[src/rtl/hazard_ctrl_pkg.sv]
// Shared constants and helpers for the pipeline hazard controller.
// Holds the default multiply/divide latencies, the register-zero constant,
// the busy-counter width calculation and the stall-cause record.
package hazard_ctrl_pkg;

    localparam int         DEFAULT_MULT_CYCLES = 5;
    localparam int         DEFAULT_DIV_CYCLES  = 10;
    localparam logic [4:0] REG_ZERO            = 5'd0;
    localparam logic [31:0] STALL_CNT_MAX      = 32'hFFFF_FFFF;

    // One flag per independent reason the ID stage has to be held.
    typedef struct packed {
        logic loadUse;
        logic branchAlu;
        logic branchLoad;
        logic mdBusy;
    } stall_cause_t;

    // Busy counter must hold the longer of the two latencies, and is never
    // narrower than four bits.
    function automatic int cntWidth(input int multCycles, input int divCycles);
        int maxCycles;
        int width;
        maxCycles = (multCycles > divCycles) ? multCycles : divCycles;
        width     = $clog2(maxCycles + 1);
        return (width < 4) ? 4 : width;
    endfunction

endpackage

[src/rtl/hazard_ctrl_md_busy_timer.sv]
// HI/LO unit occupancy timer. A start loads the latency of the operation
// being launched (divide or multiply); the count then drains one per cycle.
// busy comes straight from the counter register, so it never depends
// combinationally on start.
module md_busy_timer
    import hazard_ctrl_pkg::*;
#(
    parameter int MULT_CYCLES = DEFAULT_MULT_CYCLES,
    parameter int DIV_CYCLES  = DEFAULT_DIV_CYCLES
) (
    input  logic clk,
    input  logic reset,
    input  logic start,
    input  logic is_div,
    output logic busy
);

    localparam int CNT_W = cntWidth(MULT_CYCLES, DIV_CYCLES);

    logic [CNT_W-1:0] r_count;

    // Load on start (a restart beats the decrement), otherwise drain to zero;
    // reset aborts whatever operation is in flight.
    always_ff @(posedge clk) begin
        if (reset) begin
            r_count <= '0;
        end else if (start) begin
            r_count <= is_div ? CNT_W'(DIV_CYCLES) : CNT_W'(MULT_CYCLES);
        end else if (r_count != '0) begin
            r_count <= r_count - 1'b1;
        end
    end

    assign busy = (r_count != '0);

endmodule

[src/rtl/hazard_ctrl.sv]
// Pipeline hazard detection for a five-stage MIPS-style core.
// Detects load-use, branch-operand (ALU and load producers) and HI/LO unit
// hazards and freezes PC and IF/ID while bubbling ID/EX.
// Optional feature: define HAZARD_STATS_EN to add the saturating Stall_Cnt
// output counting stalled cycles.
module hazard_ctrl
    import hazard_ctrl_pkg::*;
#(
    parameter int MULT_CYCLES = DEFAULT_MULT_CYCLES,
    parameter int DIV_CYCLES  = DEFAULT_DIV_CYCLES
) (
    input  logic        clk,
    input  logic        reset,
    input  logic [4:0]  ID_Rs,
    input  logic [4:0]  ID_Rt,
    input  logic        ID_UseRs,
    input  logic        ID_UseRt,
    input  logic        ID_IsBranch,
    input  logic        ID_IsMD,
    input  logic        EX_RegWrite,
    input  logic        EX_MemRead,
    input  logic [4:0]  EX_WriteReg,
    input  logic        MEM_MemRead,
    input  logic [4:0]  MEM_WriteReg,
    input  logic        EX_MDStart,
    input  logic        EX_MDIsDiv,
    output logic        PC_En,
    output logic        IF_ID_En,
    output logic        ID_EX_Clr,
    output logic        MD_Busy
`ifdef HAZARD_STATS_EN
    ,
    output logic [31:0] Stall_Cnt
`endif
);

    logic         w_matchEx;
    logic         w_matchMem;
    stall_cause_t w_cause;
    logic         w_stall;

    md_busy_timer #(
        .MULT_CYCLES (MULT_CYCLES),
        .DIV_CYCLES  (DIV_CYCLES)
    ) u_md_busy_timer (
        .clk    (clk),
        .reset  (reset),
        .start  (EX_MDStart),
        .is_div (EX_MDIsDiv),
        .busy   (MD_Busy)
    );

    // Does the ID instruction read a register produced by EX or MEM? Register
    // zero is hardwired, so it never creates a dependency.
    always_comb begin
        w_matchEx  = (EX_WriteReg != REG_ZERO) &&
                     ((ID_UseRs && (ID_Rs == EX_WriteReg)) ||
                      (ID_UseRt && (ID_Rt == EX_WriteReg)));
        w_matchMem = (MEM_WriteReg != REG_ZERO) &&
                     ((ID_UseRs && (ID_Rs == MEM_WriteReg)) ||
                      (ID_UseRt && (ID_Rt == MEM_WriteReg)));
    end

    // Collect every hazard reason; reset suppresses the stall so the front
    // end keeps flowing while the core is being initialised.
    always_comb begin
        w_cause.loadUse    = EX_MemRead && w_matchEx;
        w_cause.branchAlu  = ID_IsBranch && EX_RegWrite && w_matchEx;
        w_cause.branchLoad = ID_IsBranch && MEM_MemRead && w_matchMem;
        w_cause.mdBusy     = ID_IsMD && (MD_Busy || EX_MDStart);
        w_stall            = !reset && (|w_cause);
    end

    assign PC_En     = !w_stall;
    assign IF_ID_En  = !w_stall;
    assign ID_EX_Clr = w_stall;

`ifdef HAZARD_STATS_EN
    logic [31:0] r_stallCnt;

    // Count stalled cycles, sticking at the maximum instead of wrapping.
    always_ff @(posedge clk) begin
        if (reset) begin
            r_stallCnt <= '0;
        end else if (w_stall && (r_stallCnt != STALL_CNT_MAX)) begin
            r_stallCnt <= r_stallCnt + 32'd1;
        end
    end

    assign Stall_Cnt = r_stallCnt;
`endif

endmodule

[config.mk]
export PLATFORM = sky130hd
export DESIGN_NAME = hazard_ctrl
export DESIGN_NICKNAME = d
export VERILOG_FILES = /design/src/rtl/hazard_ctrl_pkg.sv /design/src/rtl/hazard_ctrl_md_busy_timer.sv /design/src/rtl/hazard_ctrl.sv
export SDC_FILE = /design/constraint.sdc
export NUM_CORES = 1
export LEC_CHECK = 0
export BUFFER_PORTS_ARGS = -buffer_cell sky130_fd_sc_hd__buf_2
export CAP_MARGIN = 15
export CORE_MARGIN = 5
export CORE_UTILIZATION = 38
export CTS_BUF_LIST = sky130_fd_sc_hd__clkbuf_8
export DETAILED_ROUTE_END_ITERATION = 16
export GPL_ROUTABILITY_DRIVEN = 0
export PLACE_DENSITY = 0.8
export SYNTH_ARGS = -nofsm -noshare
export SYNTH_HDL_FRONTEND = slang
export SYNTH_SLANG_ARGS = --single-unit
[constraint.sdc]
create_clock -name clk -period 1.7 [get_ports clk]
set_input_delay 0.34 -clock clk [delete_from_list [all_inputs] [get_ports clk]]
set_output_delay 0.34 -clock clk [all_outputs]
set_load 0.005 [all_outputs]
==> results of run 1 <==
[cell usage after synthesis (2+ instances only)]
| library cell | instances |
|---|---|
| nor3_1 | 3 |
| nand4_1 | 4 |
| a21oi_1 | 3 |
| a211oi_1 | 2 |
| o22ai_1 | 2 |
| nand2_1 | 8 |
| nor2_1 | 5 |
| xor2_1 | 2 |
| xnor2_1 | 21 |
| ha_1 | 2 |
| inv_1 | 2 |
| dfxtp_1 | 4 |
[power by group through the flow]
stage | registers, mW | logic (mW) | clock network, mW
3_3_place_gp | 0.113 | 0.230 | 0
2_1_floorplan | 0.114 | 0.142 | 0
6_report | 0.114 | 0.254 | 0.193
3_5_place_dp | 0.114 | 0.237 | 0
4_1_cts | 0.113 | 0.243 | 0.199
5_1_grt | 0.115 | 0.282 | 0.207
[through the flow]
stage | hold slack (ns) | worst slack, ns
after floorplan | 0.402 | -0.0994
after global placement | 0.568 | -0.0214
after detailed placement | 0.565 | -0.0629
after CTS | 0.389 | -0.266
after global routing | 0.420 | -0.356
final | 0.404 | -0.280
[cell families (layout without fill, tap and decap cells)]
logic type               Yosys count  in the layout
AND/OR/NAND/NOR                   24             24
XOR/XNOR                          23             23
AO/OA/AOI/OAI                     12             12
flip-flops                         4              4
buffers and inverters              4             45
adder cells (fa/ha/maj)            2              2
[worst paths after layout]
check / start / end / depth (start not counted)
worst min-delay path: reset / u_md_busy_timer.r_count[1] / 2
worst max-delay path: u_md_busy_timer.r_count[0] / ID_EX_Clr / 7
worst min register to register: u_md_busy_timer.r_count[3] / u_md_busy_timer.r_count[3] / 3
worst max register to register: u_md_busy_timer.r_count[0] / u_md_busy_timer.r_count[1] / 6
[worst max-delay path: stages, from the launching register on]
cell and delay, ns:
dfxtp_2 0.31, inv_2 0.07, ha_4 0.12, or3b_4 0.38
nor2_4 0.11, nor3b_4 0.05, a221o_1 0.25, buf_2 0.12
[per-layer routing]
layer,wire length (um),up-vias
li1,-,324
met2,733,26
met5,0,-
met3,136,0
met4,0,0
met1,604,286
[area by class of cell]
| type | instances | area (um2) |
|---|---|---|
| inverters | 2 | 7.51 |
| well taps | 15 | 18.8 |
| flip-flops and latches | 4 | 82.6 |
| repair buffers | 40 | 215 |
| fillers | 116 | 482 |
| multi-input cells | 61 | 470 |
| clock buffers | 3 | 41.3 |
[what timing repair did]
action	CTS	global route
resized for setup	1	5
setup endpoints to repair	4	4
buffers inserted	0	1
==> metrics.yaml, run 1 <==
power:
  p_sw_share_pct: 29.4
  netSwitchingPower_uw: 165
  p_seq_share_pct: 20.3
  powerDensity_mw_per_mm2: 672
  p_leak_nw: 0.359
  peakVddDrop_mv: 0.443
  internal_power_uw: 397
  clock_power_share_pct: 34.4
  pwr-share-comb_pct: 45.3
  p_total_uw: 562
critical_path:
  worstPathRequired_ns: 1.36
  worstSetupStartpointType: "flip-flop"
  path_class: "flip-flop to primary output"
  rrSetupSlack_ns: 0.14
  cp_max_fo: 2
  arrival_ns: 1.64
  endpoint_kind: "primary output"
yosys:
  synth_edf_count: 0
  yosys.area_share.simple_pct: 21.9
  synthAdderAreaFrac_pct: 4.66
  syn_inst: 69
  synth_async_sr_flop_share_pct: 0
  yosys-top-cells-area: "xnor2_1 34%, dfxtp_1 15%, nand2_1 5.6%"
  synth_seq_cells: 4
  synth_cell_types: 23
  synth_compound_area_share_pct: 16.1
  yosysTopAreaCell: "xnor2_1"
  yosys_warnings: 0
  syn-num-nets: 102
  synth_top_family_by_area: "XOR/XNOR gates"
  synthesis.area_um2: 537
  syn_avg_cell_area_um2: 7.78
  synth-seq-area-share_pct: 14.9
  yosysTopAreaCellShare_pct: 34.3
  synthMuxAreaShare_pct: 0
  synthXorXnorAreaFrac_pct: 37.5
  ys.flop_type: "dfxtp_1"
placed_design:
  place_area_um2: 764
  dp.cells: 121
  portBuffers: 34
  place_hpwl_mm: 1.29
global_route:
  grt_start_max_net_pins: 8
  use_met1_pct: 16.4
  grt_pass1_vias: 567
  grtUsageMet3_pct: 2.63
  overflow: 0
  busiest_layer: "met2"
  met2_usage_pct: 24.6
  track_usage_pct: 13.6
  antenna_found_initial: 0
  grt_pass1_wl_mm: 2.20
layout:
  largest_reg_flops: 4
  regMostFlops: "u_md_busy_timer.r_count"
  stdcell_area_um2: 836
  drive_gt1_share_pct: 48.2
  areaGrowthSynthToFinish_pct: 55.7
  finalNetCount: 145
  final_common_cell: "buf_2"
  fin_util_pct: 63.4
  final_cell_mix: "34 x buf_2, 21 x xnor2_1, 8 x nand2_1, 6 x buf_4"
  n_antenna_cell: 0
  top_regs: "u_md_busy_timer.r_count x4"
  instances_no_fill: 125
clocking:
  cts.sinks: 4
  h-tree-depth: 1
  cts_tree: "yes"
  cts_made_buffers: 3
  clkTransAtPathRegs_ns: 0.03
  root_buffer: "clkbuf_8"
  worstSkewPairLatency_ns: 0.21
  ctsHoldBuffers: 0
  clockBufferDepth: 2
floorplan:
  fp.coreArea_mm2: 0.00132
  top_level_ports: 35
  dieHeight_um: 47.6
  initial_utilization_pct: 40.7
  dieArea_mm2: 0.00226
  rows: 13
  fp.dieW_um: 47.6
detailed_routing:
  totalWireLength_mm: 1.47
  drc: 0
  drtIter0Drc: 20
  dr.pass1.iters: 4
  drtAntennaViolNets: 0
  viasPerCell: 5.09
  wl_per_cell_um: 11.8
  num_vias: 636
sta:
  slew_violations: 0
  fin_setup_tns_ns: -0.808
  setup_ws_ns: -0.280
  tightest_slew_ns: 0.367
  finalCritPeriodShare_pct: 116
  hold_viol: 0
  grt_setup_unrepaired: "yes"
  setup_violations: 4
  slew_headroom_pct: 75.4
  timing.fmax_ghz: 0.505
  post-route-min-period_ns: 1.98
  fin_skew_ns: 0.00302
job:
  drv_cap: 0
worst_hold_path:
  hold_class: "primary input to flip-flop"
status:
  status: "finished, violations left"
  failed_checks: "setup timing"
(Power assumes the default switching activity.)
==> inputs of run 2 (changes only) <==
--- a/config.mk
+++ b/config.mk
@@ -5,14 +5,15 @@
 export SDC_FILE = /design/constraint.sdc
 export NUM_CORES = 1
 export LEC_CHECK = 0
+export ABC_AREA = 1
 export BUFFER_PORTS_ARGS = -buffer_cell sky130_fd_sc_hd__buf_2
 export CAP_MARGIN = 15
 export CORE_MARGIN = 5
-export CORE_UTILIZATION = 38
+export CORE_UTILIZATION = 40
 export CTS_BUF_LIST = sky130_fd_sc_hd__clkbuf_8
 export DETAILED_ROUTE_END_ITERATION = 16
 export GPL_ROUTABILITY_DRIVEN = 0
-export PLACE_DENSITY = 0.8
+export PLACE_DENSITY = 0.79
 export SYNTH_ARGS = -nofsm -noshare
 export SYNTH_HDL_FRONTEND = slang
 export SYNTH_SLANG_ARGS = --single-unit
==> run 2 against run 1 <==
Effect of this change:
- the flow now finishes without violations
- clock-buffer cell count unchanged
- combinational power increased by 9.1%
- area after synthesis increased by 25%
- cell count increased by 57%
- die area increased by 15%
- sequential power increased by 8%
- register-to-register slack improved by 0.32 ns
- power increased by 7.1%
- highest routed layer unchanged
- critical endpoint unchanged
==> metrics.yaml, run 2 <==
critical_path:
  path_cells: "inv_2 -> ha_4 -> nand2_4 -> nor2_4 -> inv_2 -> nand2_2 -> nand3_2 -> nand2_2 -> inv_2 -> buf_2"
  worstSetupStartpointType: "flip-flop"
  endpoint_kind: "primary output"
  path_class: "flip-flop to primary output"
  path_buf_inv: 4  # +2
  path_common_cell: "inv_2"
  cpPeakStageDelay_ns: 0.31  # -0.07 ns
  worst_path_max_delay_cell: "dfxtp_1"
  worstPathRequired_ns: 1.36  # about the same
  critPathTopFamily: "simple AND/OR/NAND/NOR gates"
  cp_max_fo: 3  # +1
  arrival_ns: 1.29  # -0.35 ns
status:
  status: "finished clean"
floorplan:
  rows: 14  # +1
  dieHeight_um: 51.0  # +7.2%
  fp.coreArea_mm2: 0.00156  # +18%
  top_level_ports: 35  # unchanged
  fp.dieW_um: 51.0  # +7.2%
  initial_utilization_pct: 43.2  # +2.4 points
  dieArea_mm2: 0.00260  # +15%
yosys:
  synth-seq-area-share_pct: 11.9  # -3.0 points
  yosys_warnings: 0  # unchanged
  syn_inst: 140  # +100%
  ys.flop_type: "dfxtp_1"
  syn_avg_cell_area_um2: 4.81  # -38%
  syn-num-nets: 173  # +70%
  synth_async_sr_flop_share_pct: 0  # unchanged
  yosysMostFrequentCell: "nand2_1"
  synth_seq_cells: 4  # unchanged
  yosys-top-cells-area: "nand2_1 33%, inv_1 12%, dfxtp_1 12%"
  synth_cell_types: 19  # -17%
  yosysTopAreaCellShare_pct: 33.5  # -0.81 points
  synthesis.area_um2: 673  # +25%
  yosys-top-cells-count: "60 x nand2_1, 22 x inv_1, 19 x nor2_1, 6 x inv_2, 6 x nand3_1"
  synth_edf_count: 0  # unchanged
  yosysTopAreaCell: "nand2_1"
layout:
  largest_reg_flops: 4  # unchanged
  finalNetCount: 215  # +48%
  areaGrowthSynthToFinish_pct: 42.4
  fin_util_pct: 61.5  # -2.0 points
  final_cell_mix: "58 x nand2_1, 34 x buf_2, 19 x inv_1, 18 x nor2_1, 9 x inv_2"
  drive_gt1_share_pct: 33.3  # -15 points
  final_common_cell: "nand2_1"
  top_regs: "u_md_busy_timer.r_count x4"
  n_antenna_cell: 0  # unchanged
  regMostFlops: "u_md_busy_timer.r_count"
sta:
  setup_violations: 0  # -4
  fin_setup_tns_ns: 0  # +0.808 ns
  hold_viol: 0  # unchanged
  finalCritPeriodShare_pct: 96.1  # -20 points
  post-route-min-period_ns: 1.63  # -0.346 ns
  slew_violations: 0  # unchanged
  fin_skew_ns: 0.00516  # +0.00214 ns
  hold_slack_ns: 0.431  # +0.0267 ns
  slew_headroom_pct: 85.2  # +9.8 points
  tightest_slew_ns: 0.221  # -0.147 ns
  timing.fmax_ghz: 0.612  # +21%
  setup_ws_ns: 0.0665  # +0.346 ns
clocking:
  worstSkewPairLatency_ns: 0.22  # about the same
  cts.sinks: 4  # unchanged
  root_buffer: "clkbuf_8"
  cts_tree: "yes"
  clkTransAtPathRegs_ns: 0.03  # about the same
  cts_made_buffers: 3  # unchanged
  clockBufferDepth: 2  # unchanged
  h-tree-depth: 1  # unchanged
  ctsHoldBuffers: 0  # unchanged
detailed_routing:
  drc: 0  # unchanged
  drtIter0Drc: 35  # +75%
  dr.pass1.iters: 4  # unchanged
  wl_per_cell_um: 10.4  # -12%
  viasPerCell: 4.77  # -6.2%
  totalWireLength_mm: 2.04  # +38%
  drtAntennaViolNets: 0  # unchanged
  num_vias: 935  # +47%
power:
  p_seq_share_pct: 20.4  # about the same
  internal_power_uw: 389  # -1.8%
  clock_power_share_pct: 33.5  # -0.9 points
  p_sw_share_pct: 35.3  # +5.9 points
  pwr-share-comb_pct: 46.0  # +0.7 points
  netSwitchingPower_uw: 212  # +29%
  peakVddDrop_mv: 0.575  # +30%
  p_leak_nw: 0.620  # +73%
  p_total_uw: 602  # +7.1%
  powerDensity_mw_per_mm2: 628  # -6.6%
global_route:
  track_usage_pct: 15.3  # +1.7 points
  antenna_found_initial: 0  # unchanged
  grt_start_max_net_pins: 6  # -2
  grt_pass1_vias: 785  # +38%
  grt_pass1_wl_mm: 3.17  # +44%
  overflow: 0  # unchanged
placed_design:
  portBuffers: 34  # unchanged
  place_hpwl_mm: 1.63  # +26%
  dp_slack_ns: 0.142  # +0.204 ns
worst_hold_path:
  hold_class: "primary input to flip-flop"
job:
  drv_cap: 0  # unchanged
-- run 2: path summary, 6_finish.rpt --
check / slack [ns] / cells after the start / from / end
max: 0.07 / 10 / u_md_busy_timer.r_count[1] / ID_EX_Clr
min: 0.43 / 4 / reset / u_md_busy_timer.r_count[0]
max reg2reg: 0.46 / 8 / u_md_busy_timer.r_count[0] / u_md_busy_timer.r_count[2]
min reg2reg: 0.57 / 2 / u_md_busy_timer.r_count[0] / u_md_busy_timer.r_count[0]
-- run 2: routing by layer --
layer / wire, um / up-vias / global-route usage, %
met3: 152 / 0 / 4.36
met2: 1030 / 33 / 28.1
met4: 0 / 0 / 0
met5: 0 / - / 0
met1: 858 / 406 / 18.8
li1: - / 496 / -
-- run 2: kinds of logic after synthesis --
group / synth area share, %
AOI/OAI and AO/OA: 8.55
buffers and inverters: 16.7
adders and majority gates: 3.72
xor gates and xnor gates: 3.90
DFF: 11.9
and+or+nand+nor: 55.2
-- run 2: what timing repair did --
item | CTS | global route
buffers inserted | 3 | 1
endpoints found under the setup margin | 3 | 3
pin swaps | 2 | 2
hold endpoints to repair | 0 | 0
gates resized for setup | 8 | 3
-- run 2: power by group through the flow --
stage / clock network (mW) / logic [mW] / registers, mW
floorplan: 0 / 0.144 / 0.118
global placement: 0 / 0.219 / 0.120
detailed placement: 0 / 0.225 / 0.121
CTS: 0.209 / 0.253 / 0.122
global route: 0.218 / 0.312 / 0.125
finish: 0.202 / 0.277 / 0.123
-- run 2: cell type report --
class,count,area (um2)
fill,153,601
multi-input combinational,107,510
timing repair buffer,38,200
inverter,28,105
sequential,4,81.3
clock buffer,3,41.3
tap,16,20.0
-- run 2: stage by stage --
| step | cells | area [um2] |
|---|---|---|
| 6_report | 196 | 958 |
| 3_5_place_dp | 189 | 856 |
| 4_1_cts | 195 | 933 |
| 3_3_place_gp | 189 | 856 |
| 5_1_grt | 196 | 958 |
| 2_1_floorplan | 140 | 673 |
-- run 2: tightest hold or removal path: stages --
cell and delay (ns):
buf_2 0.07, inv_1 0.06, o21ai_0 0.08, a21oi_1 0.04
